**src/rtl/mem_pkg.sv**
```systemverilog
// Shared types and constants for the MEM stage: access FSM encoding,
// word-alignment mask and the MEM/WB control bubble.
package mem_pkg;

    typedef enum logic [1:0] {
        StIdle,
        StBusy,
        StDone
    } memState_e;

    localparam logic [31:0] WordMask = 32'h0000_0003;

    typedef struct packed {
        logic regWrite;
        logic memToReg;
    } wbCtrl_t;

    localparam wbCtrl_t WbBubble = '{regWrite: 1'b0, memToReg: 1'b0};

    function automatic logic isMisaligned(input logic [31:0] addr);
        return (addr & WordMask) != 32'h0;
    endfunction

endpackage

```
**src/rtl/dmem_access_fsm.sv**
```systemverilog
// Data-memory access sequencer: issues one req/ack transaction per aligned
// load/store, stalls the pipeline meanwhile and aborts after TIMEOUT cycles.
module dmem_access_fsm #(
    parameter int unsigned TIMEOUT = 16
) (
    input  logic        clk,
    input  logic        rst,
    input  logic        memRead,
    input  logic        memWrite,
    input  logic [31:0] addr,
    input  logic [31:0] wdata,
    input  logic        dmemAck,
    input  logic [31:0] dmemRdata,
    output logic        stall,
    output logic        done,
    output logic        aborted,
    output logic        fault,
    output logic        misaligned,
    output logic [31:0] rdata,
    output logic        dmemReq,
    output logic        dmemWe,
    output logic [31:0] dmemAddr,
    output logic [31:0] dmemWdata
);
    import mem_pkg::*;

    memState_e   state_q, state_d;
    logic [7:0]  cnt_q, cnt_d;
    logic        we_q, aborted_q, fault_q;
    logic [31:0] addr_q, wdata_q, rdata_q;
    logic        op, start, timeoutHit;

    assign op         = memRead | memWrite;
    assign misaligned = op & isMisaligned(addr);
    assign start      = (state_q == StIdle) & op & ~misaligned;
    assign timeoutHit = (state_q == StBusy) & ~dmemAck & (cnt_q == 8'(TIMEOUT - 1));

    always_comb begin
        state_d = state_q;
        cnt_d   = cnt_q;
        case (state_q)
            StIdle: begin
                if (start) begin
                    state_d = StBusy;
                    cnt_d   = 8'd0;
                end
            end
            StBusy: begin
                if (dmemAck || timeoutHit) state_d = StDone;
                else                       cnt_d   = cnt_q + 8'd1;
            end
            // Leaving DONE unconditionally keeps the held EX/MEM entry from re-issuing.
            StDone:  state_d = StIdle;
            default: state_d = StIdle;
        endcase
    end

    always_ff @(posedge clk) begin
        if (rst) begin
            state_q   <= StIdle;
            cnt_q     <= 8'd0;
            we_q      <= 1'b0;
            addr_q    <= 32'h0;
            wdata_q   <= 32'h0;
            rdata_q   <= 32'h0;
            aborted_q <= 1'b0;
            fault_q   <= 1'b0;
        end else begin
            state_q <= state_d;
            cnt_q   <= cnt_d;
            fault_q <= ((state_q == StIdle) & misaligned) | timeoutHit;
            if (start) begin
                we_q      <= memWrite;
                addr_q    <= addr & ~WordMask;
                wdata_q   <= wdata;
                rdata_q   <= 32'h0;
                aborted_q <= 1'b0;
            end
            if ((state_q == StBusy) && dmemAck && !we_q) rdata_q <= dmemRdata;
            if (timeoutHit) aborted_q <= 1'b1;
        end
    end

    assign stall     = start | (state_q == StBusy);
    assign done      = (state_q == StDone);
    assign aborted   = aborted_q;
    assign fault     = fault_q;
    assign rdata     = rdata_q;
    assign dmemReq   = (state_q == StBusy);
    assign dmemWe    = we_q;
    assign dmemAddr  = addr_q;
    assign dmemWdata = wdata_q;

endmodule

```
**src/rtl/mem_stage.sv**
```systemverilog
// MEM stage of the MIPS datapath: branch resolution, data-memory access via
// dmem_access_fsm and the MEM/WB pipeline register.
module mem_stage #(
    parameter int unsigned TIMEOUT = 16
) (
    input  logic        clk,
    input  logic        rst,
    input  logic        RegWrite_M,
    input  logic        MemToReg_M,
    input  logic        MemWrite_M,
    input  logic        MemRead_M,
    input  logic        Branch_M,
    input  logic [31:0] BranchResult_M,
    input  logic        ZeroF_M,
    input  logic [31:0] ALURes_M,
    input  logic [31:0] Dato2_M,
    input  logic [4:0]  WREG_M,
    output logic        PCSrc,
    output logic [31:0] BranchTarget,
    output logic        stall,
    output logic        mem_fault,
    output logic        dmem_req,
    output logic        dmem_we,
    output logic [31:0] dmem_addr,
    output logic [31:0] dmem_wdata,
    input  logic [31:0] dmem_rdata,
    input  logic        dmem_ack,
    output logic        RegWrite_W,
    output logic        MemToReg_W,
    output logic [31:0] ReadData_W,
    output logic [31:0] ALURes_W,
    output logic [4:0]  WREG_W
);
    import mem_pkg::*;

    logic        done, aborted, misaligned;
    logic [31:0] rdata;
    wbCtrl_t     ctrl_q;

    dmem_access_fsm #(
        .TIMEOUT(TIMEOUT)
    ) u_access (
        .clk       (clk),
        .rst       (rst),
        .memRead   (MemRead_M),
        .memWrite  (MemWrite_M),
        .addr      (ALURes_M),
        .wdata     (Dato2_M),
        .dmemAck   (dmem_ack),
        .dmemRdata (dmem_rdata),
        .stall     (stall),
        .done      (done),
        .aborted   (aborted),
        .fault     (mem_fault),
        .misaligned(misaligned),
        .rdata     (rdata),
        .dmemReq   (dmem_req),
        .dmemWe    (dmem_we),
        .dmemAddr  (dmem_addr),
        .dmemWdata (dmem_wdata)
    );

    assign PCSrc        = ~rst & Branch_M & ZeroF_M;
    assign BranchTarget = BranchResult_M;

    always_ff @(posedge clk) begin
        if (rst) begin
            ctrl_q     <= WbBubble;
            ReadData_W <= 32'h0;
            ALURes_W   <= 32'h0;
            WREG_W     <= 5'd0;
        end else if (stall) begin
            ctrl_q <= WbBubble;
        end else begin
            // Faulted accesses retire without a register write.
            ctrl_q.regWrite <= RegWrite_M & ~misaligned & ~(done & aborted);
            ctrl_q.memToReg <= MemToReg_M;
            ReadData_W      <= done ? rdata : 32'h0;
            ALURes_W        <= ALURes_M;
            WREG_W          <= WREG_M;
        end
    end

    assign RegWrite_W = ctrl_q.regWrite;
    assign MemToReg_W = ctrl_q.memToReg;

endmodule

```
**config.mk**
```make
export PLATFORM = sky130hd
export DESIGN_NAME = mem_stage
export DESIGN_NICKNAME = d
export VERILOG_FILES = /design/src/rtl/mem_pkg.sv /design/src/rtl/dmem_access_fsm.sv /design/src/rtl/mem_stage.sv
export SDC_FILE = /design/constraint.sdc
export NUM_CORES = 1
export LEC_CHECK = 0
export CAP_MARGIN = 20
export CORE_UTILIZATION = 35
export CTS_BUF_LIST = sky130_fd_sc_hd__clkbuf_2 sky130_fd_sc_hd__clkbuf_4 sky130_fd_sc_hd__clkbuf_8
export CTS_CLUSTER_SIZE = 28
export DETAILED_ROUTE_END_ITERATION = 6
export PLACE_DENSITY = 0.7
export SKIP_CTS_REPAIR_TIMING = 1
export SLEW_MARGIN = 25
export SYNTH_ARGS = -nofsm -noshare
export SYNTH_HDL_FRONTEND = slang
export SYNTH_HIERARCHICAL = 1
export SYNTH_SLANG_ARGS = --single-unit
```
**constraint.sdc**
```tcl
create_clock -name clk -period 6.34 [get_ports clk]
set_input_delay 0.634 -clock clk [delete_from_list [all_inputs] [get_ports clk]]
set_output_delay 0.634 -clock clk [all_outputs]
set_load 0.03 [all_outputs]
```
Yosys cells after proc, flatten, opt, wreduce, memory -nomap -nowiden
Index checks and enable logic that the tools add are counted.
{ "word_totals": {"regBits": 178, "output_inout_bits": 172} }
{ "classes": {"addsub": 1, "eq_ne": 6, "mux": 11, "n_bitwise": 18, "n_reduce_logical": 12} }
{ "op_table": {"columns": ["op", "count"], "rows": [
  ["$mux W32", 3],
  ["$reduce_bool A32 Y1", 1],
  ["$mux W8", 2],
  ["$pmux W8 S2", 1],
  ["$and A1 B1 Y1", 11],
  ["$add A8 B1 Y8 const B", 1],
  ["$eq A8 B4 Y1 const B", 1],
  ["$reduce_bool A2 Y1", 3],
  ["$mux W2", 2],
  ["$ne A2 B1 Y1 const B", 2],
  ["$not A1 Y1", 4],
  ["$pmux W2 S2", 1],
  ["$or A1 B1 Y1", 3],
  ["$reduce_and A3 Y1", 1],
  ["$eq A2 B1 Y1 const B", 1],
  ["$eq A2 B2 Y1 const B", 1],
  ["$logic_and A1 B1 Y1", 2],
  ["$logic_not A2 Y1", 1],
  ["$mux W1", 2],
  ["$ne A2 B2 Y1 const B", 1],
  ["$reduce_and A2 Y1", 1],
  ["$reduce_or A2 Y1", 1],
  ["$logic_not A1 Y1", 1],
  ["$logic_or A1 B1 Y1", 1]
]} }

Longest topological paths before layout
Gate-level depths: netlist of the first run.
{ "depth": {"depth_word": 6, "depth_mapped": 10, "ltp_nobuf": 5} }

Modules after synthesis
The synthesis of the first run kept the hierarchy.
{ "modules_own_cells": {"columns": ["mod", "instances", "cells_each", "area_each_um2", "seq_area_each_um2"], "rows": [
  ["dmem_access_fsm", 1, 492, 3972.6, 2142.1],
  ["mem_stage", 1, 301, 2827.7, 1421.4]
]} }

Worst setup path after synthesis of the first run
Ideal clock, no wire load.
{ "synth_path": {"kind": "input to register", "start": "input port MemWrite_M", "end": "register ctrl_q (netlist bit RegWrite_W)", "setup_time_ps": 70, "t_arrival_ps": 2533, "t_required_ps": 6270, "slack_ps": 3737, "stages": 9, "path_buffers": 4, "cell_sequence": "or2_0 > clkbuf_1 > nand2_2 > buf_4 > buf_2 > nand2_1 > buf_6 > or4b_1 > a21oi_1"} }
{ "synth_via": {"elab_chain_cells": 6, "elab_cells_between_ends": 9} }
{ "synth_rtl": {"columns": ["element", "line", "source"], "rows": [
  ["from (decl)", "mem_stage.sv:10", "input logic MemWrite_M,"],
  ["$or A1 B1 Y1 (*)", "dmem_access_fsm.sv:33", "assign op = memRead | memWrite;"],
  ["$and A1 B1 Y1", "dmem_access_fsm.sv:34", "assign misaligned = op & isMisaligned(addr);"],
  ["$not A1 Y1", "dmem_access_fsm.sv:35", "assign start = (state_q == StIdle) & op & ~misaligned;"],
  ["$and A1 B1 Y1 (*)", "dmem_access_fsm.sv:35", null],
  ["$or A1 B1 Y1 (*)", "dmem_access_fsm.sv:84", "assign stall = start | (state_q == StBusy);"],
  ["named net stall", "mem_stage.sv:20", "output logic stall,"],
  ["$reduce_or A2 Y1 (no source line) (*)", null, null],
  ["to (signal assigned)", "mem_stage.sv:68", "ctrl_q <= WbBubble;"],
  ["to (signal assigned)", "mem_stage.sv:73", "ctrl_q <= WbBubble;"],
  ["to (decl)", "mem_stage.sv:38", "wbCtrl_t ctrl_q;"]
]} }
Mark *: on every way through the listed nets, which the timed path passes. The rest lies on a longest branch.
A chain may end at the register's enable or synchronous reset.

Worst setup path in the final report of the first run
{ "layout_path": {"start": "input port ALURes_M[1]", "end": "output port stall"} }
{ "layout_via": {"elab_chain_cells": 5} }
{ "layout_rtl": {"columns": ["element", "line", "source"], "rows": [
  ["from (decl)", "mem_stage.sv:15", "input logic [31:0] ALURes_M,"],
  ["$reduce_bool A32 Y1", "mem_pkg.sv:21", "return (addr & WordMask) != 32'h0;"],
  ["$and A1 B1 Y1", "dmem_access_fsm.sv:34", null],
  ["$not A1 Y1", "dmem_access_fsm.sv:35", null],
  ["$and A1 B1 Y1", "dmem_access_fsm.sv:35", null],
  ["$or A1 B1 Y1", "dmem_access_fsm.sv:84", null],
  ["to (decl)", "mem_stage.sv:20", null]
]} }
Every way passes these cells.

==> flow_metrics.tcl, run 1 <==
set metrics [dict create \
    status "finished clean" \
    cts_tree "done" \
    period_share_pct 60.4 \
    tightest_slew_ns 0.915 \
    vdd_drop_max_v 0.000130 \
    end_kind "primary output" \
    gp_congestion 0.805 \
    synth_common_cells "198 x nand2_1, 178 x dfxtp_1, 130 x a21oi_1, 41 x nor2_1, 40 x mux2i_1" \
    cts.sinks 178 \
    power_density_mw_per_mm2 245 \
    rsz0062_at_grt "no" \
    clock_skew_ns 0.0128 \
    yosysTopAreaCellShare_pct 52.4 \
    worstSetupPathType "primary input to primary output" \
    yosysMostFrequentCell "nand2_1" \
    diodes 0 \
    die_height_um 141 \
    ys_warn_count 6 \
    min_to "RegWrite_W" \
    drv_slew 0 \
    start_util_pct 36.0 \
    io_buffers 247 \
    hold_depth 1 \
    hp-class "register to register" \
    dominantRegCellSynth "dfxtp_1" \
    async_flop_share_pct 0 \
    wl_met2_um 8530 \
    power_mw 2.34 \
    core_sq_mm 0.0189 \
    wl_um 18100 \
    cts.root.buffer_cell "clkbuf_8" \
    whs_ns 0.449 \
    r2r_start "u_access/state_q[0]" \
    synth-edff-count 0 \
    drtAntennaViolNets 0 \
    drt_iter0_drc 252 \
    ys_top_cells_by_area "dfxtp_1 52%, nand2_1 11%, a21oi_1 9.6%" \
    boundaryPins 314 \
    yosysUniqueCellTypes 38 \
    via_per_inst 4.69 \
    cp.required_ns 5.71 \
    clk_path_buf_depth 2 \
    grt_antenna_before_repair 0 \
    fp.dieArea_sq_mm 0.0200 \
    r2r_cells 6 \
    nets 1116 \
    cts_made_buffers 17 \
    clk_pin_slew_ns 0.08 \
    leakage_nw 3.27 \
    insertion_delay_ns 0.44 \
    drc 0 \
    layout-drive-gt1-share_pct 5.08 \
    maxUsedRoutingLayer "met4" \
    seq_area_frac_synth_pct 52.4 \
    syn_area_sq_mm 0.00680 \
    fin_tns_setup_ns 0 \
    synth-seq-cells 178 \
    wl_per_cell_um 14.6 \
    reg2reg_to "ALURes_W[22]" \
    path_cells "clkdlybuf4s50_1 > nor4_4 > nand2_4 > nand2_4 > clkdlybuf4s50_1" \
    synth_top_cell_by_area "dfxtp_1" \
    grt_pass1_vias 5600 \
    cts_max_level 4 \
    die_w_um 141 \
    max-slew-margin-rel_pct 39.0 \
    crit_path_max_incr_delay_ns 0.81 \
    wl_met3_um 1480 \
    syn-instance-count 793 \
    ff2ff_setup_slack_ns 3.35 \
    syn_avg_cell_area_sq_um 8.58 \
    grtUsageTotal_pct 18.2 \
    syn_to_final_growth_pct 40.2 \
    crit_slowest_cell "clkdlybuf4s50_1" \
    met1_length_um 7890 \
    drt_pass1_iterations 4 \
    drv_cap 0 \
    setup_viol 0 \
    fmax_mhz 261 \
    cp_max_fo 46 \
    grt.overflow.total 0 \
    hp-start "u_access/aborted" \
    grt_max_degree 89 \
    vias 5829 \
    grt_pass1_wl_um 28700 \
    crit_path_start_kind "primary input" \
    hold_violations 0 \
    dp_hpwl_um 11700 \
    num_rows 50 \
    fin_crit_ns 3.83 \
    crit_arrival_ns 3.20 \
]
registers in the layout (all words and copies together), names as in the netlist:
register	count
u_access/rdata	32
u_access/aborted	1
u_access/dmemWe	1
u_access/state_q	2
MemToReg_W	1
u_access/dmemAddr	30
u_access/cnt_q	8
u_access/fault	1
ALURes_W	32
WREG_W	5
ReadData_W	32
u_access/dmemWdata	32
RegWrite_W	1
routing by layer:
metal / up-vias / GRT usage [%]
met3: 23 / 7.42
met5: - / 0
met1: 2647 / 22.3
met4: 0 / 5.55
met2: 212 / 29.0
li1: 2947 / -
how the worst max path moves through the flow:
| stage | from | end | slack [ns] | cells past startpoint |
|---|---|---|---|---|
| 2_1_floorplan | MemWrite_M | RegWrite_W | 3.74 | 9 |
| 3_3_place_gp | ALURes_M[1] | stall | 2.54 | 5 |
| 3_5_place_dp | ALURes_M[1] | stall | 2.50 | 5 |
| 4_1_cts | ALURes_M[1] | stall | 2.49 | 5 |
| 5_1_grt | ALURes_M[1] | stall | 2.35 | 5 |
| 6_report | ALURes_M[1] | stall | 2.51 | 5 |
report_power, final:
group          switching, mW  leakage, nW  internal [mW]
Combinational          0.208         1.64          0.168
Sequential            0.0214         1.45           1.16
Clock                  0.424        0.188          0.355
final cells by class:
cell class,instances,area (sq um)
clock buffer,17,234
clock inverter,13,151
fill,1832,9360
inverter,4,15.0
multi-input combinational,517,2720
sequential,178,3560
tap,260,325
timing repair buffer,255,2530
logic make-up (layout without fill, tap and decap cells):
group                      Yosys count  count (layout)  synth area share (%)
xor gates and xnor gates             1               1                 0.129
AOI/OAI and AO/OA                  145             145                  11.8
muxes                               40              40                  5.89
and+or+nand+nor                    328             328                  21.6
buffers and inverters               99             289                  8.02
other                                1               2                0.0551
DFF                                178             178                  52.4
adders and majority gates            1               1                 0.184
worst max-delay path: cells and delay by family:
family	cells	cell delay, ns
buf+inv	2	1.29
simple gates	3	1.26
stage by stage:
step	util [%]	std cells	setup slack (ns)	instance area [sq um]
final	50.5	1244	2.51	9540
after global routing	50.5	1244	2.35	9540
after CTS	50.5	1244	2.49	9540
after detailed placement	48.4	1214	2.50	9150
after global placement	48.4	1214	2.54	9150
after floorplan	-	794	3.74	6800
cell usage in the layout (no fill, tap or decap), types with 3 or more instances in the layout:
| cell | netlist | final |
|---|---|---|
| nand2_1 | 198 | 197 |
| inv_6 | 0 | 5 |
| clkinvlp_4 | 0 | 3 |
| a2111o_1 | 3 | 3 |
| clkbuf_8 | 0 | 17 |
| buf_4 | 38 | 9 |
| o2111ai_1 | 3 | 3 |
| or3_1 | 3 | 3 |
| nand3_1 | 39 | 39 |
| mux2i_1 | 40 | 40 |
| dfxtp_1 | 178 | 178 |
| nor2_1 | 41 | 41 |
| inv_1 | 3 | 3 |
| clkdlybuf4s50_1 | 0 | 246 |
| nand3b_1 | 32 | 32 |
| a21oi_1 | 130 | 130 |
Note: power is estimated with default switching activity, not from simulation.
==> inputs of run 2 (changes only) <==
--- a/config.mk
+++ b/config.mk
@@ -10,7 +10,7 @@
 export CTS_BUF_LIST = sky130_fd_sc_hd__clkbuf_2 sky130_fd_sc_hd__clkbuf_4 sky130_fd_sc_hd__clkbuf_8
 export CTS_CLUSTER_SIZE = 28
 export DETAILED_ROUTE_END_ITERATION = 6
-export PLACE_DENSITY = 0.7
+export PLACE_DENSITY = 0.72
 export SKIP_CTS_REPAIR_TIMING = 1
 export SLEW_MARGIN = 25
 export SYNTH_ARGS = -nofsm -noshare
==> constraint.sdc (replaced) <==
create_clock -name clk -period 3.5 [get_ports clk]
set_input_delay 0.35 -clock clk [delete_from_list [all_inputs] [get_ports clk]]
set_output_delay 0.35 -clock clk [all_outputs]
set_load 0.03 [all_outputs]
==> flow_metrics.tcl, run 2 (same netlist as run 1, synthesis figures left out) <==
set metrics [dict create \
    leakage_nw 3.31 \
    seq_area_sq_mm 0.00356 \
    diodes 0 \
    drv_slew 0 \
    layout-drive-gt1-share_pct 5.76 \
    multiInputGateArea_sq_mm 0.00272 \
    die_height_um 141 \
    fill_cells 1803 \
    drv_cap 0 \
    num_rows 50 \
    cp_max_fo 60 \
    drc 0 \
    cp.required_ns 3.15 \
    cts_tree "done" \
    period_share_pct 69.9 \
    vias 5939 \
    end_kind "primary output" \
    cts_max_level 4 \
    grt_antenna_before_repair 0 \
    core_sq_mm 0.0189 \
    drtAntennaViolNets 0 \
    clk_pin_slew_ns 0.08 \
    die_w_um 141 \
    vdd_drop_max_v 0.000228 \
    fp.dieArea_sq_mm 0.0200 \
    tightest_slew_ns 0.801 \
    fin_crit_ns 2.45 \
    grt_pass1_wl_um 28600 \
    cts.sinks 178 \
    hp-class "primary input to register" \
    wl_um 17900 \
    setup_viol 0 \
    syn_to_final_growth_pct 41.4 \
    cts_made_buffers 17 \
    drt_iter0_drc 265 \
    grtUsageMet3_pct 7.46 \
    grt_max_degree 79 \
    hold_depth 2 \
    rsz0062_at_grt "no" \
    clock_skew_ns 0.0182 \
    via_per_inst 4.75 \
    gp_congestion 0.755 \
    nets 1120 \
    utilization_pct 50.9 \
    wl_per_cell_um 14.3 \
    max-slew-margin-rel_pct 46.6 \
    fin_tns_setup_ns 0 \
    grt.overflow.total 0 \
    clk_path_buf_depth 2 \
    status "finished clean" \
    grtUsageTotal_pct 17.9 \
    final_common_cell "clkdlybuf4s50_1" \
    r2r_cells 6 \
    start_util_pct 36.0 \
    met1_usage_pct 21.5 \
    gr-max-usage-layer "met2" \
    grtUsageMet2_pct 28.7 \
    boundaryPins 314 \
    crit_path_start_kind "register" \
    fmax_mhz 409 \
    grt_pass1_vias 5786 \
    cts.root.buffer_cell "clkbuf_8" \
    drt_pass1_iterations 5 \
    insertion_delay_ns 0.46 \
    worstSetupPathType "register to primary output" \
    crit_arrival_ns 2.10 \
    hold_violations 0 \
    power_density_mw_per_mm2 441 \
    io_buffers 247 \
    final_cell_mix "245 x clkdlybuf4s50_1, 197 x nand2_1, 178 x dfxtp_1" \
    dp_hpwl_um 11700 \
    whs_ns 0.358 \
]
## run 2: changes by cell type in the layout (fill, tap and decap cells not counted), sizes merged
cell,previous run,this run
buf,9,14
clkbuf,17,19
bufinv,2,1
clkdlybuf4s50,246,245
clkinvlp,3,4
## run 2: layout make-up
cell class	instances	area share, %
Sequential cell	178	37.1
Clock inverter	13	1.48
Multi-Input combinational cell	517	28.3
Timing Repair Buffer	259	27.0
Inverter	4	0.156
Clock buffer	19	2.66
Tap cell	260	3.38
## run 2: metrics by stage
stage / std cells / setup WS (ns) / instance area, sq um / total power, mW
floorplan: 794 / 1.18 / 6800 / 2.62
global placement: 1218 / 0.967 / 9220 / 2.87
detailed placement: 1218 / 0.921 / 9220 / 2.88
CTS: 1250 / 1.02 / 9610 / 4.30
global route: 1250 / 0.896 / 9610 / 4.43
finish: 1250 / 1.05 / 9610 / 4.24
## run 2: worst max-delay path, stage by stage (launching register included)
cell     delay, ns
dfxtp_1       0.39
nor4_4        0.42
nand2_4       0.11
nand2_4       0.44
buf_4         0.27
## run 2: power breakdown
group	switching, mW	internal [mW]
Sequential	0.0399	2.10
Combinational	0.374	0.313
Clock	0.794	0.615
## run 2: final timing paths
kind / start / end / slack [ns]
max: u_access/state_q[0] / stall / 1.05
max reg2reg: u_access/state_q[0] / ALURes_W[19] / 1.35
min reg2reg: u_access/aborted / RegWrite_W / 0.45
min: rst / ALURes_W[1] / 0.36
## run 2: per-layer routing
metal,up-vias,part of all wire (%)
li1,2967,-
met1,2723,44
met2,219,45
met3,30,9.8
met4,0,1.7
met5,-,0
==> inputs of run 3 (changes only) <==
--- a/config.mk
+++ b/config.mk
@@ -10,7 +10,7 @@
 export CTS_BUF_LIST = sky130_fd_sc_hd__clkbuf_2 sky130_fd_sc_hd__clkbuf_4 sky130_fd_sc_hd__clkbuf_8
 export CTS_CLUSTER_SIZE = 28
 export DETAILED_ROUTE_END_ITERATION = 6
-export PLACE_DENSITY = 0.72
+export PLACE_DENSITY = 0.7
 export SKIP_CTS_REPAIR_TIMING = 1
 export SLEW_MARGIN = 25
 export SYNTH_ARGS = -nofsm -noshare
==> constraint.sdc (replaced) <==
create_clock -name clk -period 2.5 [get_ports clk]
set_input_delay 0.25 -clock clk [delete_from_list [all_inputs] [get_ports clk]]
set_output_delay 0.25 -clock clk [all_outputs]
set_load 0.03 [all_outputs]
==> flow_metrics.tcl, run 3 (same netlist as run 1, synthesis figures left out) <==
set metrics [dict create \
    status "finished clean" \
    clkPwrFrac_pct 31.8 \
    switching_share_pct 29.3 \
    rsz0062_at_grt "no" \
    critPathTopFamily "buffers and inverters" \
    cts_max_level 4 \
    nets 1119 \
    crit_arrival_ns 1.96 \
    met1_length_um 7890 \
    cp.required_ns 2.25 \
    vdd_drop_max_v 0.000324 \
    setup_viol 0 \
    die_height_um 141 \
    clock_skew_ns 0.00916 \
    fin_cells 1249 \
    tightest_slew_ns 0.765 \
    placed_area_sq_mm 0.00925 \
    fill_cells 1809 \
    grt.overflow.total 0 \
    cts.root.buffer_cell "clkbuf_8" \
    diodes 0 \
    cts_made_buffers 17 \
    dpl.cell_count 1217 \
    power_frac_comb_pct 16.8 \
    drc 0 \
    dp_hpwl_um 11800 \
    leakage_nw 3.30 \
    hold_violations 0 \
    drv_slew 0 \
    crit_path_max_incr_delay_ns 0.70 \
    fin_tns_setup_ns 0 \
    end_kind "primary output" \
    drv_cap 0 \
    whs_ns 0.108 \
    cts_tree "done" \
    crit_path_start_kind "register" \
    max-slew-margin-rel_pct 49.0 \
    via_per_inst 4.70 \
    insertion_delay_ns 0.44 \
    layout-drive-gt1-share_pct 5.66 \
    num_rows 50 \
    crit_slowest_cell "clkdlybuf4s50_1" \
    wl_per_cell_um 14.7 \
    start_util_pct 36.0 \
    cp_max_fo 5 \
    clk_path_buf_depth 2 \
    design_area_sq_mm 0.00961 \
    drtAntennaViolNets 0 \
    final_common_cell "clkdlybuf4s50_1" \
    drt_iter0_drc 260 \
    worstSetupPathType "register to primary output" \
    final_cell_mix "245 x clkdlybuf4s50_1, 197 x nand2_1, 178 x dfxtp_1" \
    grt_pass1_wl_um 28400 \
    wl_met3_um 1680 \
    die_w_um 141 \
    path_cells "nand2b_1 > inv_2 > clkdlybuf4s50_1" \
    core_sq_mm 0.0189 \
    io_buffers 247 \
    vias 5870 \
    grt_antenna_before_repair 0 \
    fp.dieArea_sq_mm 0.0200 \
    clk_pin_slew_ns 0.09 \
    boundaryPins 314 \
    grt_max_degree 109 \
    wl_um 18300 \
    p_sw_mw 1.71 \
    syn_to_final_growth_pct 41.3 \
    path_buf_inv 2 \
    period_share_pct 88.5 \
    power_density_mw_per_mm2 607 \
    grt_pass1_vias 5538 \
    gp_congestion 0.769 \
    seqPwrFrac_pct 51.4 \
    drt_pass1_iterations 4 \
    maxUsedRoutingLayer "met4" \
    grtUsageTotal_pct 18.0 \
    hp-class "primary input to register" \
    fin_crit_ns 2.21 \
    fmax_mhz 452 \
    wl_met2_um 8530 \
    cts.sinks 178 \
    p_int_mw 4.12 \
]
## run 3: cell count changes in the layout (fill, tap and decap cells not counted), sizes merged
cell      previous run  this run
bufinv               1         0
clkinvlp             4         5
inv                 10        12
clkinv               2         1
clkbuf              19        18
buf                 14        13
## run 3: worst paths after layout
| check | start | endpoint | slack [ns] | cells past startpoint |
|---|---|---|---|---|
| worst max register to register | u_access/state_q[0] | ALURes_W[26] | 0.58 | 6 |
| worst min-delay path | rst | u_access/cnt_q[1] | 0.11 | 2 |
| worst min register to register | u_access/aborted | RegWrite_W | 0.44 | 1 |
| worst max-delay path | u_access/state_q[0] | dmem_req | 0.29 | 3 |
## run 3: power groups by stage
stage	clock [mW]	combinational (mW)	sequential [mW]
6_report	1.85	0.977	3.00
5_1_grt	2.05	1.04	3.01
4_1_cts	1.92	0.987	3.00
3_5_place_dp	0	0.982	3.06
3_3_place_gp	0	0.982	3.06
2_1_floorplan	0	0.423	3.24
## run 3: metal layers
| layer | GRT usage [%] | vias up |
|---|---|---|
| met5 | 0 | - |
| met4 | 5.26 | 0 |
| met3 | 7.90 | 18 |
| met2 | 29.2 | 196 |
| met1 | 21.5 | 2696 |
| li1 | - | 2960 |
## run 3: through the flow
stage	util (%)	power (mW)	worst slack, ns
after floorplan	-	3.66	0.242
after global placement	48.9	4.04	0.323
after detailed placement	48.9	4.04	0.242
after CTS	50.8	5.91	0.237
after global routing	50.8	6.10	0.173
final	50.8	5.83	0.288
## run 3: cell type report
cell class | count | area (sq um) | share of cell area, %
Tap cell | 260 | 325 | 3.39
Clock buffer | 18 | 241 | 2.51
Sequential cell | 178 | 3560 | 37.1
Clock inverter | 14 | 120 | 1.25
Multi-Input combinational cell | 517 | 2720 | 28.3
Timing Repair Buffer | 258 | 2630 | 27.3
Inverter | 4 | 15.0 | 0.156
## run 3: worst reg2reg max path: stages, from the launching register on
cell and delay (ns):
dfxtp_1 0.39, nor4_4 0.44, nand2_4 0.12, nand2_4 0.27, buf_12 0.27, mux2i_1 0.24, nor2_1 0.06
